$ cat src/rtl/mod_barrett_u_precompute_32b_pkg.sv
`default_nettype none
// ============================================================================
// Module   : mod_barrett_u_precompute_32b_pkg
// Purpose  : Shared widths, iteration count and FSM encoding for the Barrett
//            U = floor(2^64 / M) precompute engine.
// Ports    : none (package)
// Revision : 1.0 - initial release
// ============================================================================
package mod_barrett_u_precompute_32b_pkg;

  localparam int MOD_W  = 32;  // modulus width
  localparam int U_W    = 64;  // Barrett constant width
  localparam int REM_W  = 33;  // remainder width (one guard bit over M)
  localparam int ITER_N = 65;  // dividend 2^64 has 65 bits
  localparam int CNT_W  = 7;   // holds ITER_N

  localparam logic [CNT_W-1:0] ITER_LOAD = CNT_W'(ITER_N);

  typedef enum logic [1:0] {
    IDLE = 2'd0,
    RUN  = 2'd1,
    DONE = 2'd2
  } state_e;

endpackage : mod_barrett_u_precompute_32b_pkg
`default_nettype wire

$ cat src/rtl/mod_barrett_u_div_step.sv
`default_nettype none
// ============================================================================
// Module   : mod_barrett_u_div_step
// Purpose  : One radix-2 restoring-division step. Shifts the next dividend
//            bit into the remainder and conditionally subtracts the modulus.
// Ports    : i_rem   [32:0] current remainder R (R < M)
//            i_dbit         next dividend bit, MSB first
//            i_mod   [31:0] modulus M
//            o_rem   [32:0] updated remainder
//            o_qbit         quotient bit produced by this step
// Revision : 1.0 - initial release
// ============================================================================
module mod_barrett_u_div_step
  import mod_barrett_u_precompute_32b_pkg::*;
(
  input  logic [REM_W-1:0] i_rem,
  input  logic             i_dbit,
  input  logic [MOD_W-1:0] i_mod,
  output logic [REM_W-1:0] o_rem,
  output logic             o_qbit
);

  logic [REM_W-1:0] w_shift;
  logic [REM_W-1:0] w_mod_ext;
  logic [REM_W-1:0] w_diff;

  always_comb begin
    // R < M keeps the top remainder bit zero, so a plain shift cannot overflow.
    w_shift   = (i_rem << 1) | {{(REM_W-1){1'b0}}, i_dbit};
    w_mod_ext = {1'b0, i_mod};
    w_diff    = w_shift - w_mod_ext;
    o_qbit    = (w_shift >= w_mod_ext);
    o_rem     = o_qbit ? w_diff : w_shift;
  end

endmodule : mod_barrett_u_div_step
`default_nettype wire

$ cat src/rtl/mod_barrett_u_precompute_32b.sv
`default_nettype none
// ============================================================================
// Module   : mod_barrett_u_precompute_32b
// Purpose  : Sequential precompute of the Barrett constant
//            U = floor(2^64 / M) mod 2^64, one quotient bit per enabled cycle.
// Ports    : iClk, iRstN (async, active-low), iEn (clock enable),
//            iClr (sync clear, beats iEn), iStart, iMod[31:0] (modulus),
//            oBusy, oDone (1-cycle pulse), oErr, oU[63:0] (result).
// Config   : BARRETT_U_MODCHECK_EN - when defined, a modulus with bit 31
//            clear is rejected (oErr=1, oU=0) one cycle after acceptance.
//            When undefined, every modulus is divided and oErr is tied to 0.
// Revision : 1.0 - initial release
// ============================================================================
module mod_barrett_u_precompute_32b
  import mod_barrett_u_precompute_32b_pkg::*;
(
  input  logic             iClk,
  input  logic             iRstN,
  input  logic             iEn,
  input  logic             iClr,
  input  logic             iStart,
  input  logic [MOD_W-1:0] iMod,
  output logic             oBusy,
  output logic             oDone,
  output logic             oErr,
  output logic [U_W-1:0]   oU
);

  state_e             state_q, state_d;
  logic [CNT_W-1:0]   cnt_q,   cnt_d;
  logic [REM_W-1:0]   rem_q,   rem_d;
  logic [U_W:0]       quo_q,   quo_d;
  logic [MOD_W-1:0]   mod_q,   mod_d;
  logic [U_W-1:0]     u_q,     u_d;
  logic               busy_q,  busy_d;
  logic               done_q,  done_d;

  logic               step_dbit;
  logic [REM_W-1:0]   step_rem;
  logic               step_qbit;
  logic [U_W:0]       quo_shift;
  logic               mod_bad;

  // 2^64 as a dividend is a single 1 followed by 64 zeros.
  assign step_dbit = (cnt_q == ITER_LOAD);

  mod_barrett_u_div_step u_step (
    .i_rem  (rem_q),
    .i_dbit (step_dbit),
    .i_mod  (mod_q),
    .o_rem  (step_rem),
    .o_qbit (step_qbit)
  );

  // Bit 64 of the quotient is shifted out of the top and never reaches oU.
  assign quo_shift = (quo_q << 1) | {{U_W{1'b0}}, step_qbit};

`ifdef BARRETT_U_MODCHECK_EN
  logic err_q, err_d;
  assign mod_bad = ~mod_q[MOD_W-1];
  assign oErr    = err_q;
`else
  assign mod_bad = 1'b0;
  assign oErr    = 1'b0;
`endif

  always_comb begin
    state_d = state_q;
    cnt_d   = cnt_q;
    rem_d   = rem_q;
    quo_d   = quo_q;
    mod_d   = mod_q;
    u_d     = u_q;
    busy_d  = busy_q;
    done_d  = done_q;
`ifdef BARRETT_U_MODCHECK_EN
    err_d   = err_q;
`endif

    if (iClr) begin
      state_d = IDLE;
      cnt_d   = '0;
      rem_d   = '0;
      quo_d   = '0;
      mod_d   = '0;
      u_d     = '0;
      busy_d  = 1'b0;
      done_d  = 1'b0;
`ifdef BARRETT_U_MODCHECK_EN
      err_d   = 1'b0;
`endif
    end else if (iEn) begin
      case (state_q)
        IDLE: begin
          if (iStart) begin
            mod_d   = iMod;
            rem_d   = '0;
            quo_d   = '0;
            cnt_d   = ITER_LOAD;
            busy_d  = 1'b1;
            state_d = RUN;
`ifdef BARRETT_U_MODCHECK_EN
            err_d   = 1'b0;
`endif
          end
        end

        RUN: begin
          if (mod_bad) begin
            // Rejected modulus: finish on the first iteration with a zero result.
            u_d     = '0;
            busy_d  = 1'b0;
            done_d  = 1'b1;
            state_d = DONE;
`ifdef BARRETT_U_MODCHECK_EN
            err_d   = 1'b1;
`endif
          end else begin
            rem_d = step_rem;
            quo_d = quo_shift;
            cnt_d = cnt_q - 1'b1;
            if (cnt_q == CNT_W'(1)) begin
              u_d     = quo_shift[U_W-1:0];
              busy_d  = 1'b0;
              done_d  = 1'b1;
              state_d = DONE;
            end
          end
        end

        DONE: begin
          done_d  = 1'b0;
          state_d = IDLE;
        end

        default: begin
          state_d = IDLE;
          busy_d  = 1'b0;
          done_d  = 1'b0;
        end
      endcase
    end
  end

  always_ff @(posedge iClk or negedge iRstN) begin
    if (!iRstN) begin
      state_q <= IDLE;
      cnt_q   <= '0;
      rem_q   <= '0;
      quo_q   <= '0;
      mod_q   <= '0;
      u_q     <= '0;
      busy_q  <= 1'b0;
      done_q  <= 1'b0;
    end else begin
      state_q <= state_d;
      cnt_q   <= cnt_d;
      rem_q   <= rem_d;
      quo_q   <= quo_d;
      mod_q   <= mod_d;
      u_q     <= u_d;
      busy_q  <= busy_d;
      done_q  <= done_d;
    end
  end

`ifdef BARRETT_U_MODCHECK_EN
  always_ff @(posedge iClk or negedge iRstN) begin
    if (!iRstN) begin
      err_q <= 1'b0;
    end else begin
      err_q <= err_d;
    end
  end
`endif

  assign oBusy = busy_q;
  assign oDone = done_q;
  assign oU    = u_q;

endmodule : mod_barrett_u_precompute_32b
`default_nettype wire
$ cat config.mk
export PLATFORM = sky130hd
export DESIGN_NAME = mod_barrett_u_precompute_32b
export DESIGN_NICKNAME = d
export VERILOG_FILES = /design/src/rtl/mod_barrett_u_precompute_32b_pkg.sv /design/src/rtl/mod_barrett_u_div_step.sv /design/src/rtl/mod_barrett_u_precompute_32b.sv
export SDC_FILE = /design/constraint.sdc
export NUM_CORES = 1
export LEC_CHECK = 0
export BUFFER_PORTS_ARGS = -buffer_cell sky130_fd_sc_hd__clkbuf_2
export CAP_MARGIN = 25
export CORE_UTILIZATION = 56
export DETAILED_ROUTE_END_ITERATION = 6
export PLACE_DENSITY = 0.76
export SYNTH_ARGS = -nofsm -noshare
export SYNTH_HDL_FRONTEND = slang
export SYNTH_SLANG_ARGS = --single-unit
$ cat constraint.sdc
create_clock -name iClk -period 4.45 [get_ports iClk]
set_input_delay 0.445 -clock iClk [delete_from_list [all_inputs] [get_ports iClk]]
set_output_delay 0.445 -clock iClk [all_outputs]
set_load 0.005 [all_outputs]
Word-level counts from Yosys, hierarchy flattened
Index checks and enable logic that the tools add are counted.
- bits in registers: 202
- input bits: 37
- word-level logic and storage cells: 69
- add/subtract/negate cells: 2
- order comparisons: 1
- eq/ne operators: 8
- multiplexer cells: 35
- bitwise gates (word level): 2
- reduce and logical (&&, ||, !) cells: 13
- operator list (cell ; count):
    2-to-1 mux 32 bit ; 8
    2-to-1 mux 64 bit ; 4
    2-to-1 mux 63 bit ; 3
    one-hot mux 63 bit (2 select lines) ; 1
    OR 64 x 1 -> 64 bit ; 1
    one-hot mux 32 bit (2 select lines) ; 1
    >= comparator 33 x 32 -> 1 bit ; 1
    OR 33 x 1 -> 33 bit ; 1
    subtractor 32 bit ; 1
    2-to-1 mux 7 bit ; 3
    AND reduction 3 bit ; 5
    one-hot mux 7 bit (2 select lines) ; 1
    nonzero test 2 bit ; 5
    2-to-1 mux 2 bit ; 4
    == test 7 x 1 -> 1 bit, second input constant ; 1
    == test 7 bit, second input constant ; 1
    2-to-1 mux 1 bit ; 7
    subtractor 7 x 1 -> 7 bit, second input constant ; 1
    != test 3 bit, second input constant ; 2
    != test 2 bit, second input constant ; 2
    one-hot mux 2 bit (2 select lines) ; 1
    AND reduction 4 bit ; 1
    one-hot mux 1 bit (3 select lines) ; 1
    nonzero test 3 bit ; 1
    other kinds (4) ; 4

Longest topological paths before layout
- depth after elaboration: 8
- gate-level depth with buffers: 15

Cells and area by module
Synthesis repeated with hierarchy kept, for this count alone.
- cell total of the unflattened synthesis: 1270
- area total of the unflattened synthesis: 10656.5 µm²
- by module, submodules not included (module ; times used ; cells an instance ; area each (µm²)):
    mod_barrett_u_precompute_32b ; 1 ; 905 ; 8244.2
    mod_barrett_u_div_step ; 1 ; 365 ; 2412.3

Worst setup path after synthesis
OpenSTA, ideal clock, no wires.
- kind: register -> register
- from: register cnt_q[0]
- to: register rem_q[30]
- data arrival time: 2.784 ns
- required time: 4.323 ns
- slack: 1.539 ns
- stages on the path, launching flop included: 15
- buffers on the path: 0
- period minus slack after synthesis: 2.911 ns
- cell sequence: dfrtp_1 > ha_1 > nand3_1 > ha_1 > inv_1 > fa_1 > a211oi_1 > nor2_1 > o211ai_1 > nand3_1 > a221o_1 > a21boi_1 > o21ai_1 > xnor2_1 > o21ai_1
- cells in the longest elaborated chain, start to end: 7
- elaborated cells between the ends (all ways): 8
- classes of those cells: 1 x add/sub; 1 x order compare; 1 x eq/ne; 4 x mux; 1 x bitwise
- RTL lines (element ; RTL line ; RTL):
    start: declaration ; mod_barrett_u_precompute_32b.sv:30 ; logic [CNT_W-1:0] cnt_q, cnt_d;
    start signal: assignment ; mod_barrett_u_precompute_32b.sv:157 ; cnt_q <= cnt_d;
    == test 7 bit * ; mod_barrett_u_precompute_32b.sv:45 ; assign step_dbit = (cnt_q == ITER_LOAD);
    OR 33 x 1 -> 33 bit * ; mod_barrett_u_div_step.sv:29 ; w_shift = (i_rem << 1) | {{(REM_W-1){1'b0}}, i_dbit};
    subtractor 32 bit / >= comparator 33 x 32 -> 1 bit (equally long branches) ; mod_barrett_u_div_step.sv:31, mod_barrett_u_div_step.sv:32 ;
    2-to-1 mux 32 bit * ; mod_barrett_u_div_step.sv:33 ; o_rem = o_qbit ? w_diff : w_shift;
    one-hot mux 32 bit (2 select lines) * ; mod_barrett_u_precompute_32b.sv:93 ; case (state_q)
    2-to-1 mux 32 bit * ; mod_barrett_u_precompute_32b.sv:92 ; end else if (iEn) begin
    2-to-1 mux 32 bit * ; mod_barrett_u_precompute_32b.sv:80 ; if (iClr) begin
    end signal: assignment ; mod_barrett_u_precompute_32b.sv:158 ; rem_q <= rem_d;
    end: declaration ; mod_barrett_u_precompute_32b.sv:31 ; logic [REM_W-1:0] rem_q, rem_d;
Every way passes the cells marked *; elsewhere a longest branch is shown, timed or not. The select of a mux whose other input is x is not followed.
A chain may end at the register's enable or synchronous reset.

Final worst setup path
- from: register cnt_q[2]
- to: register rem_q[28]
Same word-level chain as after synthesis.

==> impl_metrics.py <==
metrics = {
    "critical_path": {
        "worstPathRequired_ps": 4810,
        "cp_max_fo": 4,
        "path_class": "flop to flop",
        "r2r-start": "cnt_q[2]",
        "cp-end-kind": "flop",
        "crit_path_start_kind": "flop",
        "rrSetupSlack_ps": 1080,
        "crit_arrival_ps": 3740,
        "rr_worst_depth": 14,
        "r2r-end": "rem_q[28]",
    },
    "global_route": {
        "grt_overflow": 0,
        "grt_start_max_net_pins": 111,
        "grtUsageTotal_pct": 25.1,
        "grt_pass1_wl_mm": 37.8,
        "antenna_found_initial": 0,
        "first_global_vias": 7959,
    },
    "detailed_routing": {
        "drcViolationCount": 0,
        "vias": 8138,
        "drt_iter0_drc": 450,
        "detail_route.vias_per_cell": 5.52,
        "ant_nets": 0,
        "dr.pass1.iters": 5,
        "detail_route.wl_per_cell_microns": 15.2,
        "routed_wl_mm": 22.3,
    },
    "worst_hold_path": {
        "hp-class": "input port to asynchronous set/reset pin",
    },
    "timing": {
        "slew_headroom_pct": 32.2,
        "worst_pin_slew_ps": 1020,
        "whs_ps": 15.4,
        "period_share_pct": 75.8,
        "setup-violations-final": 0,
        "finalCriticalPeriod_ps": 3370,
        "fin_skew_ps": 14.8,
        "final.setup.tns_ps": 0,
        "max_freq_ghz": 0.296,
        "hold_viol_final": 0,
        "drv_slew": 0,
        "rsz0062_at_grt": "false",
    },
    "yosys": {
        "synth-warning-count": 0,
        "synth-adder-area-share_pct": 4.45,
        "muxShareOfSynthArea_pct": 1.84,
        "synth-simple-area-share_pct": 18.4,
        "seq_area_frac_synth_pct": 50.5,
        "ys_types": 60,
        "syn_nets": 1237,
        "synth-compound-area-share_pct": 17.7,
        "netlist.area_leader.share_pct": 50.5,
        "synth_flop_cell": "dfrtp_1",
        "synth-xor-area-share_pct": 2.45,
        "syn_area_sq_um": 10000,
        "syn-instance-count": 1165,
        "synth_top_family_by_area": "simple AND/OR/NAND/NOR gates",
        "synth_edf_count": 0,
        "yosys.area.top_type": "dfrtp_1",
        "syn_avg_cell_area_sq_um": 8.60,
        "synth.area.top_cells": "dfrtp_1 (50%), nand2_1 (13%), a21oi_1 (5.6%)",
        "async_reset_ff_share_pct": 100,
        "yosys_register_bits": 202,
    },
    "floorplan": {
        "die_h_microns": 136,
        "fp.dieArea_sq_um": 18400,
        "io_pins": 104,
        "die_x_microns": 136,
        "rows": 48,
        "core_sq_um": 17400,
        "start_util_pct": 57.7,
    },
    "clock_network": {
        "numClockSinks": 202,
        "numCtsBuffers": 22,
        "clk_pin_slew_ps": 70,
        "clk_path_buf_depth": 3,
        "cts_hold_buf": 0,
        "cts-root-buf": "clkbuf_16",
        "cts_resized": 0,
        "worstSkewPairLatency_ps": 500,
        "cts_tree": "yes",
        "cts_max_level": 1,
        "post_cts_buffers": 0,
    },
    "power": {
        "power.density_nw_per_um2": 406,
        "p_leak_nw": 5.29,
        "vdd_drop_max_v": 0.000271,
    },
    "placement": {
        "place_hpwl_mm": 14.6,
        "io_buffers": 102,
        "place_congestion": 0.874,
    },
    "layout": {
        "drive_gt1_share_pct": 13.9,
        "layout_commonest_cell": "nand2_1",
        "layout.nets": 1304,
        "antenna_cells": 0,
        "layout_common_cells": "nand2_1 (356), dfrtp_1 (202), a21oi_1 (113)",
        "synthToLayoutAreaGrowth_pct": 13.7,
    },
    "status": {
        "status": "completed",
    },
    "job": {
        "maxCapViolCount": 0,
    },
}
## cells in the mapped netlist (all sizes together), types with 9 or more instances
master,number
nand2,356
dfrtp,202
o21ai,136
a21oi,115
clkbuf,53
nor2,50
inv,44
ha,34
buf,19
xnor2,18
a21o,17
mux2i,15
nand3,13
xor2,10
a211oi,9
nor3,9
## flip-flops by register name, indices dropped and copies added, names as in the netlist
signal and flops:
oU 64, quo_q 63, mod_q 32, rem_q 32, cnt_q 7, state_q 2, oBusy 1, oDone 1
## where the power goes
group / switching, mW / internal, mW
clock: 0.761 / 1.12
combinational: 0.518 / 0.329
sequential: 0.0253 / 1.87
## how the worst max path moves through the flow
stage               startpoint        end  slack, ps  depth (start not counted)
finish                cnt_q[2]  rem_q[28]       1080                         14
global route          cnt_q[2]  rem_q[28]        720                         14
CTS                   cnt_q[2]  rem_q[29]       1060                         13
detailed placement    cnt_q[2]  rem_q[28]       1070                         14
global placement      cnt_q[2]  rem_q[29]       1250                         13
floorplan             cnt_q[0]  rem_q[30]       1540                         14
## cells by family after synthesis
family                     after synthesis
other                                    1
adders and majority gates               35
and+or+nand+nor                        456
DFF                                    202
AOI/OAI and AO/OA                      309
buffers and inverters                  116
xor gates and xnor gates                28
muxes                                   18
## cell type report
class / instances / area [sq um]
inverter: 44 / 165
clock buffer: 28 / 624
tap: 225 / 282
sequential: 202 / 5050
clock inverter: 12 / 135
timing repair buffer: 115 / 617
fill: 1452 / 5970
multi-input combinational: 847 / 4510
## critical path: stages (launching register included)
cell and delay (ps):
dfrtp_1 420, nor4_1 520, nand3_1 180, ha_1 230
inv_1 70, fa_1 230, a211oi_1 100, nor2_1 250
o21ai_1 160, o21ai_0 280, a221o_1 270, a21oi_1 100
a21oi_1 220, xnor2_1 150, o21ai_1 70
## through the flow
| stage | std cells | util (%) | setup WS [ps] | instance area, sq um | power (mW) |
|---|---|---|---|---|---|
| floorplan | 1165 | - | 1540 | 10000 | 2.58 |
| global placement | 1433 | 61.2 | 1250 | 10600 | 2.76 |
| detailed placement | 1433 | 61.2 | 1070 | 10600 | 2.77 |
| CTS | 1473 | 65.6 | 1060 | 11400 | 4.67 |
| global route | 1473 | 65.6 | 724 | 11400 | 4.84 |
| finish | 1473 | 65.6 | 1080 | 11400 | 4.63 |
## layer usage
layer / vias up / wire (microns) / GRT usage, %
li1: 4021 / - / -
met1: 3963 / 9970 / 33.6
met2: 132 / 11200 / 43.6
met3: 22 / 886 / 3.22
met4: 0 / 244 / 5.31
met5: - / 0 / 0
Power figures use the tool's default switching activity.
